### config.mk
export PLATFORM = sky130hd
export DESIGN_NAME = tmr_cnt_flat
export DESIGN_NICKNAME = d
export VERILOG_FILES = /design/src/rtl/tmr_cnt_pkg.sv /design/src/rtl/tmr_cnt_if.sv /design/src/rtl/tmr_prescaler.sv /design/src/rtl/tmr_cnt.sv /design/src/flat_wrapper.sv
export SDC_FILE = /design/constraint.sdc
export NUM_CORES = 1
export LEC_CHECK = 0
export ABC_AREA = 1
export CORE_MARGIN = 4
export CORE_UTILIZATION = 50
export CTS_BUF_LIST = sky130_fd_sc_hd__clkbuf_4
export CTS_CLUSTER_SIZE = 24
export DETAILED_ROUTE_END_ITERATION = 10
export GPL_TIMING_DRIVEN = 0
export HOLD_SLACK_MARGIN = 0.06
export PLACE_DENSITY_LB_ADDON = 0.25
export RECOVER_POWER = 100
export SYNTH_ARGS = -nofsm -noshare
export SYNTH_HDL_FRONTEND = slang
export SYNTH_SLANG_ARGS = --single-unit
### constraint.sdc
create_clock -name cnt_clk -period 2 [get_ports cnt_clk]
set_clock_uncertainty 0.05 [all_clocks]
set_input_delay 0.2 -clock cnt_clk [delete_from_list [all_inputs] [get_ports cnt_clk]]
set_output_delay 0.2 -clock cnt_clk [all_outputs]
set_load 0.1 [all_outputs]
### src/rtl/tmr_cnt_pkg.sv
// Shared timer definitions: clock-select encodings, count direction and reset value.
package tmr_cnt_pkg;

    localparam logic [1:0] CKS_DIV2  = 2'd0;
    localparam logic [1:0] CKS_DIV4  = 2'd1;
    localparam logic [1:0] CKS_DIV8  = 2'd2;
    localparam logic [1:0] CKS_DIV16 = 2'd3;

    localparam logic DIR_UP   = 1'b0;
    localparam logic DIR_DOWN = 1'b1;

    localparam logic [7:0] CNT_RESET_VAL = 8'h00;

    typedef struct packed {
        logic ovf;
        logic udf;
    } wrap_flags_t;

endpackage

### src/rtl/tmr_cnt_if.sv
// Control/data/status bundle between the timer control registers and the counter core.
interface tmr_cnt_if #(parameter int CNT_WIDTH = 8);

    logic                 cnt_load;
    logic [CNT_WIDTH-1:0] cnt_tdr_data;
    logic                 cnt_enable;
    logic                 cnt_up_down;
    logic [1:0]           cnt_cks;
    logic [CNT_WIDTH-1:0] cnt_value;
    logic                 cnt_ovf_flag;
    logic                 cnt_udf_flag;

    modport master (
        output cnt_load, cnt_tdr_data, cnt_enable, cnt_up_down, cnt_cks,
        input  cnt_value, cnt_ovf_flag, cnt_udf_flag
    );

    modport slave (
        input  cnt_load, cnt_tdr_data, cnt_enable, cnt_up_down, cnt_cks,
        output cnt_value, cnt_ovf_flag, cnt_udf_flag
    );

endinterface

### src/rtl/tmr_prescaler.sv
// Free-running clock prescaler; tick fires when the low (cks+1) divider bits are all ones.
module tmr_prescaler #(
    parameter int DIV_WIDTH = 4
) (
    input  logic       cnt_clk,
    input  logic       cnt_reset_n,
    input  logic [1:0] cnt_cks,
    output logic       tick
);

    logic [DIV_WIDTH-1:0] div_q;
    logic [DIV_WIDTH-1:0] mask;

    always_ff @(posedge cnt_clk or negedge cnt_reset_n) begin
        if (!cnt_reset_n) begin
            div_q <= '0;
        end else begin
            div_q <= div_q + DIV_WIDTH'(1);
        end
    end

    // Bits above the selected divide ratio are forced to one so they never block the tick.
    always_comb begin
        mask = '0;
        for (int i = 0; i < DIV_WIDTH; i++) begin
            mask[i] = (i <= int'(cnt_cks));
        end
    end

    assign tick = &(div_q | ~mask);

endmodule

### src/rtl/tmr_cnt.sv
// Timer counter core: prescaled, loadable up/down counter with one-cycle wrap pulses.
// Define TMR_ONE_SHOT_EN to stop counting after the first wrap until the next load.
import tmr_cnt_pkg::*;

module tmr_cnt #(
    parameter int CNT_WIDTH = 8,
    parameter int DIV_WIDTH = 4
) (
    input  logic    cnt_clk,
    input  logic    cnt_reset_n,
    tmr_cnt_if.slave bus
);

    localparam logic [CNT_WIDTH-1:0] ALL_ONES  = '1;
    localparam logic [CNT_WIDTH-1:0] ALL_ZEROS = '0;
    localparam logic [CNT_WIDTH-1:0] ONE       = CNT_WIDTH'(1);
    localparam logic [CNT_WIDTH-1:0] RESET_VAL = CNT_WIDTH'(CNT_RESET_VAL);

    logic                 tick;
    logic                 count_ok;
    logic                 step;
    logic                 wrap_up;
    logic                 wrap_dn;
    logic [CNT_WIDTH-1:0] count_q;
    wrap_flags_t          flags_q;

    tmr_prescaler #(
        .DIV_WIDTH (DIV_WIDTH)
    ) u_prescaler (
        .cnt_clk     (cnt_clk),
        .cnt_reset_n (cnt_reset_n),
        .cnt_cks     (bus.cnt_cks),
        .tick        (tick)
    );

`ifdef TMR_ONE_SHOT_EN
    logic stop_q;

    // Once a wrap has been reported, further ticks are ignored until software reloads.
    always_ff @(posedge cnt_clk or negedge cnt_reset_n) begin
        if (!cnt_reset_n) begin
            stop_q <= 1'b0;
        end else if (bus.cnt_load) begin
            stop_q <= 1'b0;
        end else if (wrap_up || wrap_dn) begin
            stop_q <= 1'b1;
        end
    end

    assign count_ok = ~stop_q;
`else
    assign count_ok = 1'b1;
`endif

    assign step    = !bus.cnt_load && bus.cnt_enable && tick && count_ok;
    assign wrap_up = step && (bus.cnt_up_down == DIR_UP)   && (count_q == ALL_ONES);
    assign wrap_dn = step && (bus.cnt_up_down == DIR_DOWN) && (count_q == ALL_ZEROS);

    // Flags are registered alongside the count so each pulse lines up with the wrapped value.
    always_ff @(posedge cnt_clk or negedge cnt_reset_n) begin
        if (!cnt_reset_n) begin
            count_q <= RESET_VAL;
            flags_q <= '0;
        end else begin
            flags_q.ovf <= wrap_up;
            flags_q.udf <= wrap_dn;
            if (bus.cnt_load) begin
                count_q <= bus.cnt_tdr_data;
            end else if (step) begin
                if (bus.cnt_up_down == DIR_UP) begin
                    count_q <= count_q + ONE;
                end else begin
                    count_q <= count_q - ONE;
                end
            end
        end
    end

    assign bus.cnt_value    = count_q;
    assign bus.cnt_ovf_flag = flags_q.ovf;
    assign bus.cnt_udf_flag = flags_q.udf;

endmodule

### src/flat_wrapper.sv
// flat-port wrapper written by rule: the top's interface ports become plain ports
module tmr_cnt_flat 
#(
    parameter int CNT_WIDTH = 8,
    parameter int DIV_WIDTH = 4
)
  (cnt_clk, cnt_reset_n, bus_cnt_load, bus_cnt_tdr_data, bus_cnt_enable, bus_cnt_up_down, bus_cnt_cks, bus_cnt_value, bus_cnt_ovf_flag, bus_cnt_udf_flag);
  tmr_cnt_if #(.CNT_WIDTH(CNT_WIDTH)) bus_i ();
  input  logic cnt_clk;
  input  logic cnt_reset_n;
  input wire logic [$bits(bus_i.cnt_load)-1:0] bus_cnt_load;
  input wire logic [$bits(bus_i.cnt_tdr_data)-1:0] bus_cnt_tdr_data;
  input wire logic [$bits(bus_i.cnt_enable)-1:0] bus_cnt_enable;
  input wire logic [$bits(bus_i.cnt_up_down)-1:0] bus_cnt_up_down;
  input wire logic [$bits(bus_i.cnt_cks)-1:0] bus_cnt_cks;
  output wire logic [$bits(bus_i.cnt_value)-1:0] bus_cnt_value;
  output wire logic [$bits(bus_i.cnt_ovf_flag)-1:0] bus_cnt_ovf_flag;
  output wire logic [$bits(bus_i.cnt_udf_flag)-1:0] bus_cnt_udf_flag;
  assign bus_i.cnt_load = bus_cnt_load;
  assign bus_i.cnt_tdr_data = bus_cnt_tdr_data;
  assign bus_i.cnt_enable = bus_cnt_enable;
  assign bus_i.cnt_up_down = bus_cnt_up_down;
  assign bus_i.cnt_cks = bus_cnt_cks;
  assign bus_cnt_value = bus_i.cnt_value;
  assign bus_cnt_ovf_flag = bus_i.cnt_ovf_flag;
  assign bus_cnt_udf_flag = bus_i.cnt_udf_flag;
  tmr_cnt #(.CNT_WIDTH(CNT_WIDTH), .DIV_WIDTH(DIV_WIDTH)) u_core (.cnt_clk(cnt_clk), .cnt_reset_n(cnt_reset_n), .bus(bus_i));
endmodule
=== After elaboration in Yosys (flattened, before gate mapping) ===
Cells that the tools add are included.

* Output and inout port bits: 10
* Flip-flop bits (word level): 14

* Bitwise operators: 3
* Eq/ne operators: 1
* Magnitude comparators: 3
* Reduce and logical (&&, ||, !) cells: 10
* $add $sub $neg: 3
* Multiplexer cells: 3

{| class="wikitable"
|+ Operators by type and width
! cell !! count
|-
| $mux W8 || 3
|-
| $add A8 B1 Y8 const B || 1
|-
| $eq A8 B8 Y1 const B || 1
|-
| $logic_not A8 Y1 || 1
|-
| $sub A8 B1 Y8 const B || 1
|-
| $logic_and A1 B1 Y1 || 6
|-
| $add A4 B1 Y4 const B || 1
|-
| $le A2 B2 Y1 const A || 2
|-
| $not A4 Y4 || 1
|-
| $or A4 B4 Y4 || 1
|-
| $reduce_and A4 Y1 || 1
|-
| $le A1 B2 Y1 const A || 1
|-
| $reduce_bool A2 Y1 || 1
|-
| $logic_not A1 Y1 || 1
|-
| $not A1 Y1 || 1
|}

=== Longest topological paths before layout ===
Gate-level depths: netlist of run 1.

* Depth in word-level cells: 7
* Depth in mapped cells: 10
* Gate-level depth less buffers: 10

=== Cells and area by module ===
A second synthesis of run 1 with hierarchy kept.

* Cell total of the unflattened synthesis: 133
* Area total of the unflattened synthesis: 1062.3 µm²

{| class="wikitable"
|+ Modules (own cells, without submodules)
! module !! seq. area each (µm²) !! times used !! area an instance (µm²) !! cells each
|-
| tmr_cnt || 250.2 || 1 || 884.6 || 115
|-
| tmr_prescaler || 100.1 || 1 || 177.7 || 18
|}

=== Worst setup path after synthesis of run 1 ===
Ideal clock, no wire load.

* Path type: flip-flop to flip-flop
* Start point: register u_core.count_q[0], in the netlist u_core.bus.cnt_value[0]
* End point: register u_core.count_q[6], in the netlist u_core.bus.cnt_value[6]
* Arrival time: 2.091 ns
* Data required time: 1.834 ns
* Cell stages (with the launch flop): 11
* Library setup time: 0.116 ns
* Setup slack: -0.257 ns
* Buffers on the path: 0
* Path through: dfrtp_1 -> inv_1 -> fa_1 -> inv_1 -> nand2_1 -> nand2_1 -> nand3b_1 -> nand2_1 -> nand2_1 -> nand3_1 -> nand2_1

* Word-level cells in the longest chain between the ends: 4
* Elaborated cells between the ends (all ways): 5

{| class="wikitable"
|+ Ends and longest elaborated chain
! element !! line !! RTL
|-
| from (decl) || tmr_cnt.sv:24 || <nowiki>logic [CNT_WIDTH-1:0] count_q;</nowiki>
|-
| from (signal assigned) || tmr_cnt.sv:68 || <nowiki>count_q <= bus.cnt_tdr_data;</nowiki>
|-
| from (signal assigned) || tmr_cnt.sv:71 || <nowiki>count_q <= count_q + ONE;</nowiki>
|-
| from (signal assigned) || tmr_cnt.sv:73 || <nowiki>count_q <= count_q - ONE;</nowiki>
|-
| $add A8 B1 Y8 / $sub A8 B1 Y8 (equally long branches) || tmr_cnt.sv:71, tmr_cnt.sv:73 ||
|-
| $mux W8 (*) || tmr_cnt.sv:70 || <nowiki>if (bus.cnt_up_down == DIR_UP) begin</nowiki>
|-
| $mux W8 (*) || tmr_cnt.sv:69 || <nowiki>end else if (step) begin</nowiki>
|-
| $mux W8 (*) || tmr_cnt.sv:67 || <nowiki>if (bus.cnt_load) begin</nowiki>
|}

Every way passes the cells marked *; elsewhere a longest branch is shown, timed or not. The select of a mux whose other input is x is not followed.
A chain may end at the register's enable or synchronous reset.

=== Worst setup path after layout of run 1 ===
* Start point: input port bus_cnt_up_down
* End point: register u_core.count_q[6], in the netlist u_core.bus.cnt_value[6]

* Word-level cells in the longest chain between the ends: 3

{| class="wikitable"
|+ Ends and longest elaborated chain
! element !! line !! RTL
|-
| from (decl) || flat_wrapper.sv:14 || <nowiki>input wire logic [$bits(bus_i.cnt_up_down)-1:0] bus_cnt_up_down;</nowiki>
|-
| $mux W8 || tmr_cnt.sv:70 ||
|-
| $mux W8 || tmr_cnt.sv:69 ||
|-
| $mux W8 || tmr_cnt.sv:67 ||
|}

Every way passes these cells. The select of a mux whose other input is x is not followed.

==> out/metrics.cfg, run 1 <==
[power_and_ir_drop]
power_per_cell_area_mw_per_mm2 = 724
ir_drop_mv = 0.451
p_leak_nw = 0.638

[clock_network]
cts_tree = yes
ctsResizeCount = 8
cts_root_buffer = clkbuf_4
post_cts_buffers = 0
insertion_delay_ns = 0.27
clockBufferDepth = 2
clk_pin_slew_ns = 0.09
cts_max_level = 1
clock-sinks = 14
holdBufCountCts = 0
cts-buffers-inserted = 3

[critical_path]
cp_cell_sequence = clkdlybuf4s50_1 > inv_1 > fa_1 > inv_1 > nand2_1 > nand2_1 > nand3b_1 > nand2_1 > nand2_1 > nand3_1 > nand2_1
path_buf_inv = 3
crit_top_cell = nand2_1
critPathMaxStageDelay_ns = 0.66
cp.depth = 11
criticalPathCategory = in -> reg
rr_worst_depth = 10
crit_arrival_ns = 2.00
r2r_end = u_core.bus.cnt_value[6]
setup.worst_path.end = u_core.bus.cnt_value[6]
timing.rr.start = u_core.bus.cnt_value[0]
end_kind = flop
regToRegSetupSlack_ns = 0.26
required_ns = 2.11
crit_slowest_cell = clkdlybuf4s50_1
critPathTopFamily = buffers and inverters
crit_path_start_kind = input port
crit_path_max_fanout = 7
crit_start = bus_cnt_up_down

[finish]
drive_above_1_share_pct = 11.2
diodes = 0
syn_to_final_growth_pct = 22.5
fin_nets = 185
layout.cells.non_filler = 188

[place]
globalplace.congestion = 0.847
dp_cells = 184
dp_hpwl_um = 1910
io_buffer_count = 23

[logic_synthesis]
synth_nets = 157
synth_edf_count = 0
syn_inst = 134
seq_area_frac_synth_pct = 34.7
synth_area_mm2 = 0.00101
avgSynthCellArea_um2 = 7.54
ys_ff_latch = 14
yosysWarnings = 0
synth_commonest_cells = nand2_1 (39), inv_1 (19), nand3_1 (17)
ys.flop_type = dfrtp_1
yosys.area.top_type = dfrtp_1
yosys.cell_count.top_type = nand2_1
synth_cell_types = 25
ys_async_sr_fraction_pct = 100
yosys-top-cells-area = dfrtp_1 (35%), nand2_1 (14%), ha_1 (8.7%)
synth_top_area_share_pct = 34.7

[sta]
fmax_mhz = 528
fin_crit_ns = 1.89
finalSetupViolCount = 0
relSlewSlack_pct = 21.8
fin_setup_tns_ns = 0
fin_hold_ws_ns = 0.167
timing.final.crit_share_pct = 94.7
drv_slew = 0
grt_setup_unrepaired = no
worst_pin_slew_ns = 1.18
hold_viol_final = 0

[route]
drt-initial-drc-count = 12
viasPerCell = 5.12
first_pass_iters = 4
ant_nets = 0
drc_errors = 0
routed_wl_um = 2390
vias = 963
wl_per_cell_um = 12.7

[global_routing]
antenna_found_initial = 0
grt_usage_pct = 19.6
overflow = 0
grt_first_pass_wirelength_um = 4170
grt_max_degree = 15
grt_pass1_vias = 1012

[floorplan]
boundaryPins = 25
core_mm2 = 0.00194
dieArea_mm2 = 0.00281
rows = 16
die_h_um = 53.0
start_util_pct = 52.1
die_w_um = 53.0

[worst_hold_path]
min_path_type = in -> reg

[run_status]
outcome = finished clean

[run]
maxCapViolations = 0

power breakdown:
| part | internal (W) | switching (W) |
|---|---|---|
| logic | 0.000110 | 0.000278 |
| clock network | 0.0000906 | 0.0000851 |
| registers | 0.000304 | 0.0000282 |
worst min path at each step:
stage / start / endpoint / slack [ns] / cells after the start
5_1_grt: bus_cnt_load / u_core.bus.cnt_value[3] / 0.18 / 3
3_5_place_dp: u_core.u_prescaler.div_q[0] / u_core.u_prescaler.div_q[0] / 0.45 / 1
2_1_floorplan: cnt_reset_n / u_core.bus.cnt_ovf_flag / -0.15 / 0
6_report: bus_cnt_load / u_core.bus.cnt_value[3] / 0.17 / 3
3_3_place_gp: u_core.u_prescaler.div_q[2] / u_core.u_prescaler.div_q[2] / 0.43 / 1
4_1_cts: bus_cnt_load / u_core.bus.cnt_value[3] / 0.17 / 3
placed cells by master, fill, tap and decap left out:
cell	n
inv_8	1
nand4_1	2
or3_1	1
clkdlybuf4s50_1	12
xnor2_1	1
clkbuf_1	11
inv_1	19
ha_1	7
nand3b_1	2
nand2_1	40
nor2_1	7
nand2_2	1
xor2_1	3
fa_1	1
nand3_2	2
dfrtp_1	9
nor4_2	1
or2_2	2
nand3_1	17
clkbuf_4	4
o21ai_0	3
nor2_2	1
dlygate4sd3_1	1
nor3_1	1
o211ai_1	2
a21oi_1	3
a21boi_0	1
dfrtp_2	5
buf_6	1
worst register-to-register path, delay by kind of cell, from the launching register on:
kind                     cells  cell delay, ns
adder cells (fa/ha/maj)      1            0.46
buffers and inverters        2            0.17
flip-flops                   1            0.43
AND/OR/NAND/NOR              7            0.51
logic make-up (layout without fill, tap and decap cells):
group                    Yosys count  in the layout  share of synthesized area [%]
adder cells (fa/ha/maj)            8              8                           10.6
XOR/XNOR                           4              4                           3.47
flip-flops                        14             14                           34.7
buffers and inverters             22             49                           10.4
AO/OA/AOI/OAI                      9              9                           5.20
AND/OR/NAND/NOR                   77             77                           35.6
registers in the layout, indices dropped and copies added, names as in the netlist:
register                  count
u_core.bus.cnt_udf_flag       1
u_core.u_prescaler.div_q      4
u_core.bus.cnt_value          8
u_core.bus.cnt_ovf_flag       1
layout make-up:
class | instances | area [um2]
clock buffers | 4 | 30.0
well taps | 27 | 33.8
plain buffers | 2 | 15.0
repair buffers | 23 | 168
fillers | 190 | 703
flip-flops and latches | 14 | 357
multi-input cells | 98 | 553
inverters | 20 | 82.6
metrics by stage:
step           util [%]  worst slack, ns  power [W]  cell area [um2]
2_1_floorplan         -          0.00253   0.000636             1020
3_3_place_gp       66.0          -0.0841   0.000737             1280
3_5_place_dp       66.0           -0.139   0.000751             1280
4_1_cts            67.0           0.0150   0.000913             1300
5_1_grt            63.8           0.0452   0.000951             1240
6_report           63.8            0.106   0.000897             1240
layer usage:
metal  share of wire (%)  vias to the layer above  wire, um  track usage (%)
met3                 2.7                        0        65            0.845
met5                   0                        -         0                0
met1                  43                      464      1020             23.2
met4                   0                        0         0             3.83
met2                  55                       14      1310             38.4
li1                    -                      485         -                -
(Power assumes the default switching activity.)
==> inputs of run 2 (changes only) <==
Settings changed: SKIP_LAST_GASP set to 1.
==> results of run 2 <==
Final layout, timing and power as in run 1 (identical DEF).
==> inputs of run 3 (changes only) <==
Settings changed: CORE_UTILIZATION 50 to 35.
==> out/metrics.cfg, run 3 (synthesis results as in run 1) <==
[run_status]
outcome = finished clean

[sta]
timing.final.crit_share_pct = 92.9  ; -1.8 points
grt_setup_unrepaired = no
fin_ws_ns = 0.141  ; +0.0357 ns
finalSetupViolCount = 0  ; unchanged
fmax_mhz = 538  ; +1.9%
relSlewSlack_pct = 21.7  ; -0.079 points
drv_slew = 0  ; unchanged
worst_pin_slew_ns = 1.18  ; +0.00119 ns
fin_crit_ns = 1.86  ; -0.0357 ns
hold_viol_final = 0  ; unchanged

[clock_network]
clk_pin_slew_ns = 0.09  ; about the same
cts_max_level = 1  ; unchanged
clockBufferDepth = 2  ; unchanged
insertion_delay_ns = 0.29  ; +0.02 ns
post_cts_buffers = 0  ; unchanged
cts-buffers-inserted = 3  ; unchanged
ctsResizeCount = 10  ; +2
holdBufCountCts = 0  ; unchanged
cts_root_buffer = clkbuf_4
clock-sinks = 14  ; unchanged
cts_tree = yes

[finish]
finish.utilization_pct = 44.8  ; -19 points
final_common_cell = nand2_1
design_area_mm2 = 0.00124  ; -0.20%
drive_above_1_share_pct = 9.94  ; -1.2 points
fin_nets = 185  ; unchanged
final_cell_mix = nand2_1 (40), inv_1 (19), nand3_1 (17)
diodes = 0  ; unchanged
largest_reg_flops = 8  ; unchanged
syn_to_final_growth_pct = 22.3
layout.cells.non_filler = 192  ; +2.1%

[floorplan]
die_h_um = 61.7  ; +17%
rows = 19  ; +3
boundaryPins = 25  ; unchanged
core_mm2 = 0.00276  ; +42%
die_w_um = 61.7  ; +17%
start_util_pct = 36.7  ; -15 points
dieArea_mm2 = 0.00381  ; +36%

[worst_hold_path]
min_path_cells = 3  ; unchanged
min_path_type = in -> reg

[power_and_ir_drop]
switchingPower_w = 0.000402  ; +2.6%
p_total_w = 0.000889  ; -0.84%
sw_frac_of_total_pct = 45.2  ; +1.5 points
p_leak_nw = 0.644  ; +0.95%
ir_drop_mv = 0.373  ; -17%
internal-power_w = 0.000488  ; -3.5%
pwr-share-clk_pct = 19.6  ; about the same
seqPwrFrac_pct = 37.1  ; about the same
power_per_cell_area_mw_per_mm2 = 719  ; -0.64%
pwr-share-comb_pct = 43.2  ; about the same

[place]
preCtsSetupSlack_ns = -0.164  ; -0.0247 ns
dp_hpwl_um = 1810  ; -5.2%
dp_cells = 188  ; +2.2%
io_buffer_count = 23  ; unchanged
place_area_mm2 = 0.00129  ; +0.39%
globalplace.congestion = 0.831  ; -1.8%

[critical_path]
critPathTopFamily = buffers and inverters
crit_path_start_kind = flop
cp_cell_sequence = clkbuf_1
path_buf_inv = 1  ; -2
cp.depth = 1  ; -10
required_ns = 1.75  ; -0.36 ns
end_kind = output pin
criticalPathCategory = reg -> out
rr_worst_depth = 8  ; -2
critPathMaxStageDelay_ns = 0.88  ; +0.22 ns
crit_arrival_ns = 1.61  ; -0.39 ns
crit_path_max_fanout = 5  ; -2
crit_slowest_cell = clkbuf_1

[route]
ant_nets = 0  ; unchanged
drc_errors = 0  ; unchanged
top_layer_used = met4
vias = 922  ; -4.3%
wl_per_cell_um = 12.3  ; -3.5%
viasPerCell = 4.80  ; -6.3%
first_pass_iters = 4  ; unchanged
met1_length_um = 1000  ; -1.6%
routed_wl_um = 2360  ; -1.4%
drt-initial-drc-count = 32  ; +20
wl_met2_um = 1190  ; -9.0%
route.met3.wl_um = 101  ; +55%

[global_routing]
grt_usage_pct = 14.7  ; -4.8 points
grt_max_degree = 15  ; unchanged
grt_first_pass_wirelength_um = 4000  ; -4.1%
overflow = 0  ; unchanged
grt_pass1_vias = 879  ; -13%
antenna_found_initial = 0  ; unchanged

[run]
maxCapViolations = 0  ; unchanged

==> run 3: changes by cell type in the layout (fill, tap and decap cells not counted) <==
cell	change
clkbuf_4	-1
nor4_2	-1
nor4_1	+1
clkinv_1	+1
dlymetal6s2s_1	+1
clkdlybuf4s50_1	-1
==> run 3: worst paths after layout <==
| path | start | endpoint | slack, ns |
|---|---|---|---|
| setup / recovery | u_core.bus.cnt_value[5] | bus_cnt_value[5] | 0.14 |
| hold / removal | bus_cnt_load | u_core.bus.cnt_value[3] | 0.16 |
| setup reg to reg | u_core.bus.cnt_value[0] | u_core.bus.cnt_value[4] | 0.27 |
| hold reg to reg | u_core.u_prescaler.div_q[2] | u_core.u_prescaler.div_q[2] | 0.45 |
| max in group asynchronous | cnt_reset_n | u_core.bus.cnt_value[1] | 1.11 |
| min in group asynchronous | cnt_reset_n | u_core.bus.cnt_udf_flag | 0.32 |
==> run 3: per-layer routing <==
| layer | up-vias | global-route usage [%] |
|---|---|---|
| li1 | 485 | - |
| met3 | 4 | 1.45 |
| met2 | 21 | 23.9 |
| met1 | 412 | 18.4 |
| met4 | 0 | 10.0 |
| met5 | - | 0 |
==> run 3: power by group through the flow <==
stage / Combinational, W / Clock (W) / Sequential [W]
floorplan: 0.000166 / 0 / 0.000470
global placement: 0.000404 / 0 / 0.000336
detailed placement: 0.000410 / 0 / 0.000336
CTS: 0.000401 / 0.000185 / 0.000330
global route: 0.000426 / 0.000196 / 0.000336
finish: 0.000385 / 0.000175 / 0.000330
==> run 3: layout make-up <==
class                           instances  area [um2]
Fill cell                             306        1520
Tap cell                               31        38.8
Clock inverter                          1        3.75
Clock buffer                            3        22.5
Timing Repair Buffer                   23         170
Sequential cell                        14         357
Multi-Input combinational cell         98         547
Buffer                                  2        15.0
Inverter                               20        82.6
==> run 3: stage by stage <==
step	hold WS, ns	TNS, ns
2_1_floorplan	-0.146	0
3_3_place_gp	0.429	-0.207
3_5_place_dp	0.439	-0.315
4_1_cts	0.159	0
5_1_grt	0.174	0
6_report	0.161	0
